File: config.mk
export PLATFORM = sky130hd
export DESIGN_NAME = vram_scheduler
export DESIGN_NICKNAME = d
export VERILOG_FILES = /design/src/rtl/vram_pkg.sv /design/src/rtl/vga_timing_gen.sv /design/src/rtl/vram_scheduler.sv
export SDC_FILE = /design/constraint.sdc
export NUM_CORES = 1
export LEC_CHECK = 0
export CORE_ASPECT_RATIO = 1.5
export CORE_MARGIN = 4
export CORE_UTILIZATION = 50
export DETAILED_ROUTE_END_ITERATION = 8
export GPL_TIMING_DRIVEN = 0
export HOLD_SLACK_MARGIN = 0.08
export PLACE_DENSITY = 0.79
export SLEW_MARGIN = 20
export SYNTH_ARGS = -nofsm -noshare
export SYNTH_HDL_FRONTEND = slang
export SYNTH_HIERARCHICAL = 1
export SYNTH_SLANG_ARGS = --single-unit
File: constraint.sdc
create_clock -name vga_clk -period 2.5 [get_ports vga_clk]
set_input_delay 0.5 -clock vga_clk [delete_from_list [all_inputs] [get_ports vga_clk]]
set_output_delay 0.5 -clock vga_clk [all_outputs]
set_load 0.05 [all_outputs]
File: src/rtl/vram_pkg.sv
// Shared constants, CPU FSM state type and fetch-slot helper for the VRAM scheduler.
package vram_pkg;

  // Display timing (640x480 window inside an 800x521 raster)
  localparam int H_SYNC  = 96;
  localparam int H_BACK  = 48;
  localparam int H_DATA  = 640;
  localparam int H_CYCLE = 800;
  localparam int C_SYNC  = 2;
  localparam int C_BACK  = 29;
  localparam int C_DATA  = 480;
  localparam int C_CYCLE = 521;

  localparam int H_W = 10;
  localparam int C_W = 10;

  // Framebuffer geometry
  localparam int FB_W     = 160;
  localparam int FB_H     = 120;
  localparam int FB_WORDS = FB_W * FB_H;
  localparam int ADDR_W   = 15;
  localparam int PIX_W    = 12;

  // Active window and fetch slot placement
  localparam int ACT_H0   = H_SYNC + H_BACK;
  localparam int ACT_H1   = ACT_H0 + H_DATA - 1;
  localparam int ACT_V0   = C_SYNC + C_BACK;
  localparam int ACT_V1   = ACT_V0 + C_DATA - 1;
  localparam int FETCH_H0 = ACT_H0 - 2;
  localparam int FETCH_H1 = FETCH_H0 + 4 * (FB_W - 1);

  typedef enum logic [1:0] {
    CPU_IDLE  = 2'd0,
    CPU_ISSUE = 2'd1,
    CPU_ACK   = 2'd2
  } cpu_state_e;

  // True when the cycle after (h, c) is a pixel fetch slot. The slot never
  // straddles a line boundary, so the line number is unchanged.
  function automatic logic fetch_issue(input logic [H_W-1:0] h, input logic [C_W-1:0] c);
    return (c >= C_W'(ACT_V0)) && (c <= C_W'(ACT_V1)) &&
           (h >= H_W'(FETCH_H0 - 1)) && (h <= H_W'(FETCH_H1 - 1)) &&
           (h[1:0] == 2'((FETCH_H0 - 1) % 4));
  endfunction

endpackage

File: src/rtl/vga_timing_gen.sv
// Horizontal/vertical raster counters with frame-start and vertical-blank flags.
module vga_timing_gen
  import vram_pkg::*;
(
  input  logic           clk,
  input  logic           rst,
  output logic [H_W-1:0] h_cnt,
  output logic [C_W-1:0] c_cnt,
  output logic           frame_start,
  output logic           in_vblank
);

  logic [H_W-1:0] h_d, h_q;
  logic [C_W-1:0] c_d, c_q;

  // Next raster position: h wraps every line, c advances on h wrap
  always_comb begin
    h_d = h_q + H_W'(1);
    c_d = c_q;
    if (h_q == H_W'(H_CYCLE - 1)) begin
      h_d = '0;
      c_d = (c_q == C_W'(C_CYCLE - 1)) ? '0 : c_q + C_W'(1);
    end
  end

  // Counter registers
  always_ff @(posedge clk) begin
    if (rst) begin
      h_q <= '0;
      c_q <= '0;
    end else begin
      h_q <= h_d;
      c_q <= c_d;
    end
  end

  assign h_cnt       = h_q;
  assign c_cnt       = c_q;
  assign frame_start = (h_q == '0) && (c_q == '0);
  assign in_vblank   = (c_q < C_W'(ACT_V0)) || (c_q > C_W'(ACT_V1));

endmodule

File: src/rtl/vram_scheduler.sv
// Single-port VRAM arbiter: pixel fetches own fixed slots, the CPU gets the rest.
module vram_scheduler
  import vram_pkg::*;
(
  input  logic              vga_clk,
  input  logic              sys_rst,
  output logic [ADDR_W-1:0] ram_addr,
  output logic              ram_we,
  output logic [PIX_W-1:0]  ram_wdata,
  input  logic [PIX_W-1:0]  ram_rdata,
  output logic [PIX_W-1:0]  color_data,
  input  logic              cpu_req,
  input  logic              cpu_we,
  input  logic [ADDR_W-1:0] cpu_addr,
  input  logic [PIX_W-1:0]  cpu_wdata,
  output logic              cpu_ack,
  output logic [PIX_W-1:0]  cpu_rdata,
  output logic              frame_start,
  output logic              in_vblank
);

  logic [H_W-1:0] h_cnt;
  logic [C_W-1:0] c_cnt;

  vga_timing_gen u_timing (
    .clk         (vga_clk),
    .rst         (sys_rst),
    .h_cnt       (h_cnt),
    .c_cnt       (c_cnt),
    .frame_start (frame_start),
    .in_vblank   (in_vblank)
  );

  cpu_state_e state_q;
  logic       cpu_ack_q;
  logic       op_rd_q;
  logic       op_oor_q;

  logic [ADDR_W-1:0] fetch_addr_d, fetch_addr_q;
  logic [ADDR_W-1:0] ram_addr_d, ram_addr_q;
  logic              ram_we_d, ram_we_q;
  logic [PIX_W-1:0]  ram_wdata_d, ram_wdata_q;
  logic [PIX_W-1:0]  color_d, color_q;
  logic [PIX_W-1:0]  rdata_d, rdata_q;

  logic       line_active;
  logic       fetch_next;
  logic       cpu_in_range;
  logic       accept;
  logic [1:0] row_phase;

  // Slot decisions are made for the following cycle so the port is registered
  always_comb begin
    line_active  = (c_cnt >= C_W'(ACT_V0)) && (c_cnt <= C_W'(ACT_V1));
    fetch_next   = fetch_issue(h_cnt, c_cnt);
    cpu_in_range = cpu_addr < ADDR_W'(FB_WORDS);
    accept       = (state_q == CPU_IDLE) && cpu_req && !fetch_next;
    // (c - ACT_V0) mod 4: the fourth copy of a stored row moves on to the next row
    row_phase    = c_cnt[1:0] - 2'(ACT_V0 % 4);
  end

  // Fetch address walks one stored row per displayed line, rewinding for repeats
  always_comb begin
    fetch_addr_d = fetch_addr_q;
    if (c_cnt == '0) begin
      fetch_addr_d = '0;
    end else if (fetch_next) begin
      fetch_addr_d = fetch_addr_q + ADDR_W'(1);
    end else if (line_active && (h_cnt == H_W'(ACT_H1)) && (row_phase != 2'd3)) begin
      fetch_addr_d = fetch_addr_q - ADDR_W'(FB_W);
    end
  end

  // RAM port mux: fetch wins, otherwise an accepted CPU operation, otherwise idle
  always_comb begin
    ram_addr_d  = ram_addr_q;
    ram_we_d    = 1'b0;
    ram_wdata_d = ram_wdata_q;
    if (fetch_next) begin
      ram_addr_d = fetch_addr_q;
    end else if (accept) begin
      ram_addr_d  = cpu_addr;
      ram_we_d    = cpu_we && cpu_in_range;
      ram_wdata_d = cpu_wdata;
    end
  end

  // Pixel latch one cycle after each fetch; blank after the last active pixel
  always_comb begin
    color_d = color_q;
    if (line_active && (h_cnt >= H_W'(FETCH_H0 + 1)) && (h_cnt <= H_W'(FETCH_H1 + 1)) &&
        (h_cnt[1:0] == 2'((FETCH_H0 + 1) % 4))) begin
      color_d = ram_rdata;
    end else if (h_cnt == H_W'(ACT_H1)) begin
      color_d = '0;
    end
  end

  // CPU read data is live from the RAM during the ack cycle, held afterwards
  always_comb begin
    rdata_d = rdata_q;
    if ((state_q == CPU_ACK) && op_rd_q) begin
      rdata_d = op_oor_q ? '0 : ram_rdata;
    end
  end

  // Datapath registers
  always_ff @(posedge vga_clk) begin
    if (sys_rst) begin
      fetch_addr_q <= '0;
      ram_addr_q   <= '0;
      ram_we_q     <= 1'b0;
      ram_wdata_q  <= '0;
      color_q      <= '0;
      rdata_q      <= '0;
    end else begin
      fetch_addr_q <= fetch_addr_d;
      ram_addr_q   <= ram_addr_d;
      ram_we_q     <= ram_we_d;
      ram_wdata_q  <= ram_wdata_d;
      color_q      <= color_d;
      rdata_q      <= rdata_d;
    end
  end

  // CPU access FSM: IDLE -> ISSUE (port cycle) -> ACK (one-cycle pulse) -> IDLE
  always_ff @(posedge vga_clk) begin
    if (sys_rst) begin
      state_q   <= CPU_IDLE;
      cpu_ack_q <= 1'b0;
      op_rd_q   <= 1'b0;
      op_oor_q  <= 1'b0;
    end else begin
      case (state_q)
        CPU_IDLE: begin
          cpu_ack_q <= 1'b0;
          if (accept) begin
            state_q  <= CPU_ISSUE;
            op_rd_q  <= !cpu_we;
            op_oor_q <= !cpu_in_range;
          end
        end
        CPU_ISSUE: begin
          state_q   <= CPU_ACK;
          cpu_ack_q <= 1'b1;
        end
        CPU_ACK: begin
          state_q   <= CPU_IDLE;
          cpu_ack_q <= 1'b0;
        end
        default: begin
          state_q   <= CPU_IDLE;
          cpu_ack_q <= 1'b0;
        end
      endcase
    end
  end

  assign ram_addr   = ram_addr_q;
  assign ram_we     = ram_we_q;
  assign ram_wdata  = ram_wdata_q;
  assign color_data = color_q;
  assign cpu_ack    = cpu_ack_q;
  assign cpu_rdata  = rdata_d;

endmodule

==> impl_metrics.toml <==
[logic_synthesis]
synth.cell_area_mm2 = 0.00455
syn_inst = 525
post_synth_num_cell_types = 65
ys.flop_type = "sky130_fd_sc_hd__dfxtp_1"
post_synth_most_frequent_cells = "sky130_fd_sc_hd__dfxtp_1 (92), sky130_fd_sc_hd__nor2_1 (63), sky130_fd_sc_hd__nand2_1 (58)"
synth_area_per_cell_um2 = 8.67
synth-async-reset-ratio_pct = 0
synthTopCellsByArea = "sky130_fd_sc_hd__dfxtp_1 (40%), sky130_fd_sc_hd__mux2i_1 (5.9%), sky130_fd_sc_hd__nor2_1 (5.2%)"
yosys.area.top_type_share_pct = 40.5
post_synthesis_net_count = 576
number_of_synthesized_flops_with_an_enable_pin = 0
synth.ff_latch_count = 92
synth_top_cell_by_area = "sky130_fd_sc_hd__dfxtp_1"
yosysWarnings = 6
synthMostInstantiatedCell = "sky130_fd_sc_hd__dfxtp_1"
seq_area_frac_synth_pct = 40.5

[clock_network]
cts.hold.buffers_added = 0
worst_skew_pair.late_latency_ns = 0.34
htree_num_levels = 3
clockRootBuffer = "sky130_fd_sc_hd__clkbuf_16"
clock_slew_at_the_register_clock_pins_of_the_worst_setup_and_hold_paths_ns = 0.06
cts_inserted_buffers = 9
clock_path_buffers = 2
cts.sink_count = 92
cts_tree = "yes"

[drt]
finalWirelength_um = 12200
wl_met3_um = 505
wl_met2_um = 6660
route.antenna.remaining_nets = 0
drcViolationCount = 0
vias_per_cell = 5.66
highest_routing_layer_actually_used = "met4"
drt_first_iter_violations = 196
routedWlPerCell_um = 16.3
first_pass_iters = 4
dr_total_vias = 4225
wl_met1_um = 4710

[hold_path]
hold_class = "reg2reg"
hold-path-endpoint = "ram_wdata[3]"
hold_path.startpoint = "ram_wdata[3]"
min_delay_path_depth = 2

[power_and_ir_drop]
power.density_cell_area_mw_per_mm2 = 549
peakVddDrop_mv = 0.352
static-leakage-power_nw = 2.30

[critical_path]
arrival_time_of_the_worst_setup_path_ns = 2.02
cp_launch_type = "flip-flop"
critPathMaxFanout = 11
critical_path.top_delay_family = "flip-flops"
timing.critical_path.slowest_stage_cell = "sky130_fd_sc_hd__dfxtp_4"
setup.worst_path.end_class = "primary output"
timing.rr.end = "fetch_addr_q[12]"
max_stage_delay_ns = 0.42
r2r-start = "u_timing/h_cnt[6]"
crit_type = "reg2out"
path_cells = "ha_2 -> inv_1 -> o21ai_0 -> o41ai_1 -> or2_2 -> clkdlybuf4s15_2"
cp.required_ns = 2.00
timing.reg2reg.worst_path_depth = 5
ff2ff_setup_slack_ns = 0.18
cp_num_buf_inv = 2

[status]
failed_checks = "setup timing"
status = "finished with violations"

[place]
hpwlAfterDp_um = 9440
post_placement_setup_slack_ns = -0.237
io_buffers = 97
place_congestion = 0.888
dpl_cell_area_mm2 = 0.00566

[sta]
hold_viol = 0
timing.max_slew.rel_slack_pct = 52.6
finalSetupViolCount = 1
timing.clock.skew_ns = 0.00679
max_frequency_mhz = 396
rsz_0062_raised_after_global_routing = "true"
layout_setup_ws_ns = -0.0245
worst_pin_slew_ns = 0.711
post-route-period-util_pct = 101
final_max_slew_viol_count = 0
timing.final.crit_period_ns = 2.52

[floorplan]
core.rowCount = 42
die-height_um = 125
start_util_pct = 51.2
die_area_mm2 = 0.0107
overall_die_width_um = 85.9
top_level_ports = 98
placeableCoreArea_mm2 = 0.00888

[layout]
final_area_mm2 = 0.00597
fillCellCount = 713
design.final.nets = 684
fin_util_pct = 67.3
drive_gt1_share_pct = 11.5
ant_diodes = 0
area_growth_syn_to_layout_pct = 31.3

[grt]
wire_length_of_the_first_global_routing_pass_um = 20100
grt-ovfl-total = 0
grt_max_degree = 14
grt_antenna_before_repair = 0
track_usage_pct = 23.1
vias_in_the_first_global_route = 4182

[flow_run]
max-cap-violations = 0
## flip-flops by register name, summed over array words and instances (netlist names), 2 cells and up
register and cells:
fetch_addr_q 15, ram_addr 15, color_data 12, ram_wdata 12, rdata_q 12, u_timing/c_cnt 10
u_timing/h_cnt 10, state_q 2
## what timing repair did
item | CTS | global route
buffers inserted | 0 | 0
gates resized for setup | 59 | 11
gates cloned | 0 | 0
endpoints found under the hold margin | 0 | 0
endpoints found under the setup margin | 14 | 7
## placed cells by master (no fill, tap or decap), types with 4 or more instances in the layout
master / Yosys / final
sky130_fd_sc_hd__nor3_1: 6 / 6
sky130_fd_sc_hd__o21ai_0: 20 / 20
sky130_fd_sc_hd__nand2_1: 58 / 58
sky130_fd_sc_hd__and3_1: 4 / 4
sky130_fd_sc_hd__or3_1: 4 / 4
sky130_fd_sc_hd__mux2i_1: 27 / 27
sky130_fd_sc_hd__clkdlybuf4s15_2: 0 / 11
sky130_fd_sc_hd__a211oi_2: 8 / 8
sky130_fd_sc_hd__clkdlybuf4s50_1: 0 / 83
sky130_fd_sc_hd__nor4_1: 19 / 17
sky130_fd_sc_hd__xor2_1: 7 / 7
sky130_fd_sc_hd__ha_1: 8 / 7
sky130_fd_sc_hd__xnor2_1: 13 / 13
sky130_fd_sc_hd__nand3_1: 17 / 16
sky130_fd_sc_hd__clkbuf_1: 15 / 15
sky130_fd_sc_hd__clkbuf_2: 0 / 4
sky130_fd_sc_hd__a21oi_1: 23 / 23
sky130_fd_sc_hd__nor2b_1: 26 / 26
sky130_fd_sc_hd__nand2b_1: 14 / 14
sky130_fd_sc_hd__nand4_1: 10 / 10
sky130_fd_sc_hd__dfxtp_1: 92 / 90
sky130_fd_sc_hd__inv_1: 16 / 16
sky130_fd_sc_hd__clkbuf_16: 0 / 9
sky130_fd_sc_hd__nor2_1: 63 / 63
sky130_fd_sc_hd__buf_6: 5 / 5
sky130_fd_sc_hd__buf_2: 6 / 8
sky130_fd_sc_hd__a211oi_1: 10 / 10
## stage by stage
stage / total power [mW] / hold slack [ns] / TNS, ns / instances
after floorplan: 1.81 / 0.444 / 0 / 525
after global placement: 1.99 / 0.442 / -1.71 / 732
after detailed placement: 1.99 / 0.451 / -1.79 / 732
after CTS: 3.31 / 0.459 / -0.0500 / 747
after global routing: 3.40 / 0.474 / -0.0565 / 747
final: 3.28 / 0.456 / -0.0245 / 747
## layout make-up
class / instances / area (um^2) / share of cell area (%)
tap: 110 / 138 / 2.30
sequential: 92 / 1850 / 31.0
buffer: 27 / 158 / 2.64
timing repair buffer: 97 / 970 / 16.2
clock inverter: 2 / 35.0 / 0.587
clock buffer: 13 / 250 / 4.19
multi-input combinational: 390 / 2510 / 42.1
inverter: 16 / 60.1 / 1.01
## report_power, final
| group | switching [mW] | internal [mW] |
|---|---|---|
| Combinational | 0.248 | 0.178 |
| Sequential | 0.0257 | 1.50 |
| Clock | 0.526 | 0.796 |
## cell families (layout without fill, tap and decap cells)
kind of cell | count (synthesis) | in the layout | share of synthesized area (%)
xor+xnor | 20 | 20 | 3.85
fa+ha+maj | 8 | 8 | 2.20
flops | 92 | 92 | 40.5
buf+inv | 43 | 155 | 4.70
compound gates | 83 | 83 | 13.2
simple gates | 250 | 250 | 29.1
mux | 29 | 29 | 6.44
## worst max-delay path by stage
stage	startpoint	slack (ns)	cells after the start	endpoint
after detailed placement	u_timing/c_cnt[1]	-0.24	6	in_vblank
final	u_timing/c_cnt[1]	-0.02	6	in_vblank
after CTS	u_timing/c_cnt[1]	-0.05	6	in_vblank
after global routing	u_timing/c_cnt[1]	-0.06	6	in_vblank
after floorplan	state_q[0]	0.14	3	cpu_rdata[10]
after global placement	u_timing/c_cnt[1]	-0.20	6	in_vblank
## worst reg2reg max path, cell delays in order, from the launching register on
cell                      delay (ns)
sky130_fd_sc_hd__dfxtp_1        0.37
sky130_fd_sc_hd__or4_4          0.57
sky130_fd_sc_hd__nor4_4         0.47
sky130_fd_sc_hd__nand3_2        0.22
sky130_fd_sc_hd__o32ai_1        0.22
sky130_fd_sc_hd__mux2_1         0.35
## per-layer routing
layer | track usage (%) | vias to the layer above
met5 | 0 | -
met4 | 10.3 | 0
met3 | 2.78 | 24
met2 | 43.3 | 128
met1 | 25.1 | 2012
li1 | - | 2061
Note: power is estimated with default switching activity, not from simulation.
